`src/rtl/sha_block_loader.sv`:
```
// sha_block_loader: front end of the pipelined SHA core. Collects sixteen 32-bit
// message words into the schedule window, pairs them with the midstate sampled
// alongside word 0, and presents {state, W} to round stage 0 over valid/ready.
// midstate_i/state_o pack a..h with a in bits [255:224] and h in bits [31:0].
// Optional build macro: SHA_LOADER_BYTESWAP_EN byte-reverses each accepted word
// before storage (little-endian hosts). Without it words are stored as received.

module sha_block_loader #(
  parameter int BLOCK_WORDS = 16,
  parameter int COUNT_WIDTH = 32
) (
  input  logic                   clk,
  input  logic                   rst_n,
  input  logic [255:0]           midstate_i,
  input  logic [31:0]            word_i,
  input  logic                   word_valid_i,
  output logic                   word_ready_o,
  input  logic                   abort_i,
  output logic [255:0]           state_o,
  output logic [15:0][31:0]      W_o,
  output logic                   block_valid_o,
  input  logic                   block_ready_i,
  output logic [COUNT_WIDTH-1:0] block_count_o
);

  localparam int IDX_W = 4;

  // The round pipeline is built around a 16-word window; any other size is a build error.
  if (BLOCK_WORDS != 16) begin : g_bad_block_words
    $error("sha_block_loader: BLOCK_WORDS must be 16");
  end

  typedef enum logic {
    FILL = 1'b0,
    HOLD = 1'b1
  } state_e;

  state_e                 state_q, state_d;
  logic [IDX_W-1:0]       idx_q, idx_d;
  logic                   word_ready_q, word_ready_d;
  logic                   block_valid_q, block_valid_d;
  logic [15:0][31:0]      w_q, w_d;
  logic [255:0]           hash_q, hash_d;
  logic [COUNT_WIDTH-1:0] count_q, count_d;
  logic [31:0]            word_in;
  logic                   accept;

`ifdef SHA_LOADER_BYTESWAP_EN
  // Little-endian host: reverse byte order so the window holds SHA-native words.
  assign word_in = {word_i[7:0], word_i[15:8], word_i[23:16], word_i[31:24]};
`else
  // Big-endian host: words already in SHA-native order.
  assign word_in = word_i;
`endif

  // Only a registered ready may qualify a beat, so acceptance never depends on this cycle's logic.
  assign accept = word_valid_i && word_ready_q;

  // Next-state and datapath update for the FILL/HOLD loop.
  always_comb begin
    // NOTE: every variable gets its hold value first so no path through the
    // case/if tree leaves it unassigned, which would infer a latch.
    state_d       = state_q;
    idx_d         = idx_q;
    word_ready_d  = word_ready_q;
    block_valid_d = block_valid_q;
    w_d           = w_q;
    hash_d        = hash_q;
    count_d       = count_q;

    unique case (state_q)
      FILL: begin
        word_ready_d = 1'b1;
        if (abort_i) begin
          // Partial block and any coinciding word are discarded.
          idx_d = '0;
        end else if (accept) begin
          w_d[idx_q] = word_in;
          if (idx_q == '0) begin
            hash_d = midstate_i;
          end
          if (idx_q == IDX_W'(BLOCK_WORDS - 1)) begin
            idx_d         = '0;
            state_d       = HOLD;
            word_ready_d  = 1'b0;
            block_valid_d = 1'b1;
          end else begin
            idx_d = idx_q + IDX_W'(1);
          end
        end
      end
      HOLD: begin
        // Handshake outranks abort: a block the pipeline took is counted.
        if (block_ready_i) begin
          block_valid_d = 1'b0;
          count_d       = count_q + COUNT_WIDTH'(1);
          state_d       = FILL;
          word_ready_d  = 1'b1;
        end else if (abort_i) begin
          block_valid_d = 1'b0;
          state_d       = FILL;
          word_ready_d  = 1'b1;
        end
      end
      default: begin
        state_d = FILL;
      end
    endcase
  end

  // State register; reset returns every output to zero immediately.
  always_ff @(posedge clk or negedge rst_n) begin
    // NOTE: the window is reset too (not left as uninitialised storage) because
    // W_o has a defined reset value of zero at the port.
    if (!rst_n) begin
      state_q       <= FILL;
      idx_q         <= '0;
      word_ready_q  <= 1'b0;
      block_valid_q <= 1'b0;
      w_q           <= '0;
      hash_q        <= '0;
      count_q       <= '0;
    end else begin
      // NOTE: non-blocking updates so every register samples pre-edge values.
      state_q       <= state_d;
      idx_q         <= idx_d;
      word_ready_q  <= word_ready_d;
      block_valid_q <= block_valid_d;
      w_q           <= w_d;
      hash_q        <= hash_d;
      count_q       <= count_d;
    end
  end

  assign word_ready_o  = word_ready_q;
  assign block_valid_o = block_valid_q;
  assign W_o           = w_q;
  assign state_o       = hash_q;
  assign block_count_o = count_q;

endmodule

```
`config.mk`:
```
export PLATFORM = sky130hd
export DESIGN_NAME = sha_block_loader
export DESIGN_NICKNAME = d
export VERILOG_FILES = /design/src/rtl/sha_block_loader.sv
export SDC_FILE = /design/constraint.sdc
export NUM_CORES = 1
export LEC_CHECK = 0
export ABC_AREA = 0
export CORE_AREA = 5 5 417 419
export CTS_BUF_LIST = sky130_fd_sc_hd__clkbuf_8
export DETAILED_ROUTE_END_ITERATION = 7
export DIE_AREA = 0 0 422 424
export MAX_ROUTING_LAYER = met4
export PLACE_DENSITY = 0.37
export SETUP_SLACK_MARGIN = 0.15
export SLEW_MARGIN = 10
export SYNTH_ARGS = -nofsm -noshare
export SYNTH_HDL_FRONTEND = slang
export SYNTH_SLANG_ARGS = --single-unit
```
`constraint.sdc`:
```
create_clock -name clk -period 2.22 [get_ports clk]
set_input_delay 0.444 -clock clk [delete_from_list [all_inputs] [get_ports clk]]
set_output_delay 0.444 -clock clk [all_outputs]
set_load 0.01 [all_outputs]
```
After elaboration in Yosys (flattened, before gate mapping):

Index checks and enable logic that the tools add are counted.

* register bits after elaboration: 807
* bits in latches: 0
* memory bits (writable): 0
* memory bits (read-only): 0
* input bits: 293
* output and inout port bits: 802
* word-level logic and storage cells: 66
* memories kept: 0

* $add $sub $neg: 2
* multiply operators: 0
* div/mod/pow operators: 0
* $lt $le $gt $ge: 2
* equality and inequality tests: 5
* shift operators: 0
* mux-type cells: 24
* bitwise operators: 2
* reductions and logical operators: 9

Operator list (count)
* $bwmux W512: 1
* $demux W32 S4: 1
* $add A32 B1 Y32 const B: 1
* $mux W32: 1
* $mux W1: 15
* $mux W4: 3
* $reduce_and A4 Y1: 2
* $ne A2 B2 Y1 const B: 3
* $pmux W1 S2: 3
* $lt A4 B5 Y1 const B: 1
* $add A4 B1 Y4 const B: 1
* $eq A4 B4 Y1 const B: 1
* $ge A4 B1 Y1 const B: 1
* $logic_not A4 Y1: 1
* $reduce_and A2 Y1: 2
* $ne A3 B3 Y1 const B: 1
* $reduce_and A3 Y1: 1
* $logic_and A1 B1 Y1: 2
* $not A1 Y1: 2
* $reduce_bool A2 Y1: 1

Logic depth before layout (Yosys ltp):

* depth after elaboration: 5
* depth in mapped cells: 8
* mapped depth without buffers: 5

Least setup slack after synthesis:

OpenSTA, ideal clock, no wires.

* path type: input-to-reg
* start: in abort_i
* end: reg hash_q[100] (netlist: state_o[100])
* library setup time: 0.125 ns
* arrival time: 1.793 ns
* data required time: 2.095 ns
* setup slack: 0.302 ns
* stages on the path: 8
* path buffers: 4
* path through: nand4bb_1 > buf_6 > nor3_4 > and2_4 > buf_6 > buf_12 > buf_12 > mux2_4

* longest elaborated chain between the ends: 2

Ends and longest elaborated chain
* start, declared: line 18 `input logic abort_i,`
* $not A1 Y1 (no source line)
* $reduce_and A4 Y1 (no source line)
* end signal, assigned: line 130 `hash_q <= hash_d;`
* end, declared: line 43 `logic [255:0] hash_q, hash_d;`

No other way between the ends.
A chain may end at the register's enable or synchronous reset.

Worst setup path after layout:

* start: reg w_q, in the netlist W_o[457]
* end: out W_o[457] (netlist bit)

RTL lines
* start, declared: line 42 `logic [15:0][31:0] w_q, w_d;`
* start signal, assigned: line 129 `w_q <= w_d;`
* end, declared: line 20 `output logic [15:0][31:0] W_o,`

No word-level cell between the ends.

==> impl_metrics.json <==
{
  "status": "complete, no violations",
  "clk_pin_slew_ns": 0.06,
  "max_freq_mhz": 495,
  "arrival_ns": 1.58,
  "routabilityCongestion": 0.816,
  "power_density_nw_per_um2": 856,
  "p_seq_share_pct": 43.1,
  "routed_wirelength_mm": 142,
  "vias_per_cell": 3.85,
  "synth_area_leader_cell": "dfrtp_1",
  "leakage_nw": 24.1,
  "cts_root_buf": "clkbuf_8",
  "final_cells": 5520,
  "timing.setup.tns_ns": 0,
  "comb_power_share_pct": 19.9,
  "tritoncts": "built",
  "hold_viol_final": 0,
  "cts_max_path_buffers": 3,
  "synth_flop_cell": "dfrtp_1",
  "start_util_pct": 18.5,
  "syn_avg_cell_area_um2": 17.2,
  "switching_power_mw": 11.8,
  "grt_max_degree": 67,
  "syn_nets": 2134,
  "preCtsSetupSlack_ns": -0.511,
  "cts.sinks": 807,
  "crit_chain": "dlygate4sd2_1",
  "via_count": 21235,
  "cts_htree_levels": 4,
  "rows": 152,
  "drt_pass1_iterations": 6,
  "fp.dieW_um": 422,
  "synth_top_area_share_pct": 64.0,
  "layout.nets": 3453,
  "cp_slowest_cell": "dlygate4sd2_1",
  "start_kind": "flop",
  "yosysWarnings": 0,
  "grt_pass1_vias": 23900,
  "internal_power_mw": 29.0,
  "drc_errors": 0,
  "crit_buf_inv": 1,
  "fin_skew_ns": 0.0274,
  "hold_class": "primary input to flop",
  "drv_cap": 0,
  "crit_family": "buffers and inverters",
  "clk_latency_ns": 0.88,
  "core-area_um2": 170000,
  "cpPeakStageDelay_ns": 0.40,
  "p_clk_share_pct": 37.0,
  "routedWlPerCell_um": 25.6,
  "antenna_found_initial": 17,
  "rsz0062_at_grt": "yes",
  "io_buffers": 1094,
  "die_h_um": 424,
  "grt_overflow_total": 0,
  "grt_use_total_pct": 15.7,
  "synthTopCellsByArea": "dfrtp_1 (64%), mux2_2 (20%), mux2_4 (9.5%)",
  "ios": 1095,
  "fin_crit_ns": 2.02,
  "critPathRequiredTime_ns": 1.78,
  "synthArstFlopShare_pct": 100,
  "syn_area_um2": 31500,
  "critPathKind": "flop to output pin",
  "endpoint_kind": "output pin",
  "layout-drive-gt1-share_pct": 48.3,
  "synth.distinct_cells": 38,
  "placedCellCount": 5188,
  "power.total_mw": 40.7,
  "synth-edff-count": 0,
  "ys_seq_elements": 807,
  "ir_drop_mv": 0.553,
  "ys_seq_area_share_pct": 64.0,
  "drv_slew": 0,
  "timing.slew.headroom_pct": 50.7,
  "setup_viol": 0,
  "cts-buffers-inserted": 160,
  "swShare_pct": 28.9,
  "drt-initial-drc-count": 723,
  "fin_crit_sh_pct": 91.0,
  "areaGrowthSynthToFinish_pct": 50.8,
  "tightest_slew_ns": 0.737,
  "setup_slack_ns": 0.200,
  "ant_nets": 0,
  "crit_path_max_fanout": 2,
  "netlist_instances": 1836,
  "dieArea_um2": 179000,
  "grt_pass1_wl_mm": 196,
  "dp_hpwl_mm": 106
}
==> synthesized netlist by cell type (4+ instances only) <==
cell type / count
and3_1: 6
nand4_1: 13
clkbuf_1: 35
buf_6: 14
mux2_1: 5
buf_12: 22
mux2_4: 200
dfrtp_1: 807
xnor2_1: 25
nand2_1: 25
nor2_1: 9
buf_2: 27
ha_1: 5
o21ai_0: 6
nand3_1: 11
mux2_2: 564
and4_1: 4
inv_1: 5
buf_4: 16
xor2_1: 6
and2_1: 6
==> what timing repair did <==
action / 4_1_cts / 5_1_grt
hold buffers: 1 / 0
pin swaps: 0 / 2
cloned: 1 / 7
endpoints found under the setup margin: 1363 / 1344
endpoints found under the hold margin: 353 / 0
gates resized for setup: 1139 / 593
buffers inserted: 20 / 9
==> placed cells by master (no fill, tap or decap), types with 13 or more instances in the layout <==
master and count:
dfrtp_1 801, mux2_2 564, dlygate4sd2_1 381, clkbuf_2 303
clkdlybuf4s50_1 291, mux2_4 200, clkbuf_8 200, buf_4 138
inv_1 56, buf_12 49, clkdlybuf4s15_1 35, clkdlybuf4s15_2 34
buf_2 26, xnor2_1 25, diode_2 21, nand2_1 14
nand4_1 13
==> logic make-up (layout without fill, tap and decap cells) <==
logic type / Yosys count / in the layout / synth area share, %
buffers and inverters: 122 / 1552 / 3.23
adder cells (fa/ha/maj): 5 / 5 / 0.198
flip-flops: 807 / 807 / 64.0
AND/OR/NAND/NOR: 90 / 90 / 1.65
XOR/XNOR: 31 / 31 / 0.861
other: 0 / 21 / 0
AO/OA/AOI/OAI: 12 / 12 / 0.226
multiplexers: 769 / 769 / 29.8
==> per-stage QoR <==
step | util, % | hold slack, ns | instance area, µm²
after detailed placement | 27.0 | 0.415 | 46000
after floorplan | - | 0.148 | 31500
after global placement | 27.0 | 0.413 | 46000
after CTS | 28.5 | 0.0133 | 48500
final | 27.9 | 0.170 | 47600
after global routing | 27.9 | 0.0515 | 47600
==> registers in the layout, summed over array words and instances, names as in the netlist <==
| name | count |
|---|---|
| W_o | 512 |
| idx_q | 4 |
| block_count_o | 32 |
| state_q | 1 |
| block_valid_o | 1 |
| state_o | 256 |
| word_ready_o | 1 |
==> final cells by class <==
cell class | instances | area (µm²)
fillers | 17562 | 123000
clock buffers | 200 | 2750
inverters | 5 | 18.8
clock inverters | 73 | 393
repair buffers | 1274 | 11000
diodes | 21 | 52.6
flip-flops and latches | 807 | 20200
well taps | 2233 | 2790
multi-input cells | 907 | 10400
==> power groups by stage <==
stage | sequential (mW) | combinational [mW] | clock (mW)
floorplan | 18.5 | 2.52 | 0
global placement | 17.8 | 9.54 | 0
detailed placement | 17.8 | 9.57 | 0
CTS | 17.6 | 8.48 | 15.8
global route | 17.8 | 8.56 | 16.5
finish | 17.6 | 8.09 | 15.1
==> per-layer routing <==
| layer | vias to the layer above | part of all wire [%] | GRT usage, % |
|---|---|---|---|
| li1 | 9159 | - | - |
| met1 | 11064 | 36 | 15.8 |
| met2 | 797 | 54 | 28.3 |
| met3 | 215 | 7.8 | 5.88 |
| met4 | 0 | 3.0 | 5.15 |
| met5 | - | 0 | - |
==> final timing paths <==
check / startpoint / endpoint / slack [ns] / depth (start not counted)
max in group asynchronous: rst_n / state_o[112] / 1.10 / 4
min reg2reg: block_valid_o / block_valid_o / 0.47 / 2
min: midstate_i[195] / state_o[195] / 0.17 / 2
min in group asynchronous: rst_n / W_o[481] / 0.18 / 2
max: W_o[457] / W_o[457] / 0.20 / 1
max reg2reg: state_q / state_o[170] / 0.22 / 8
Power figures use the tool's default switching activity.
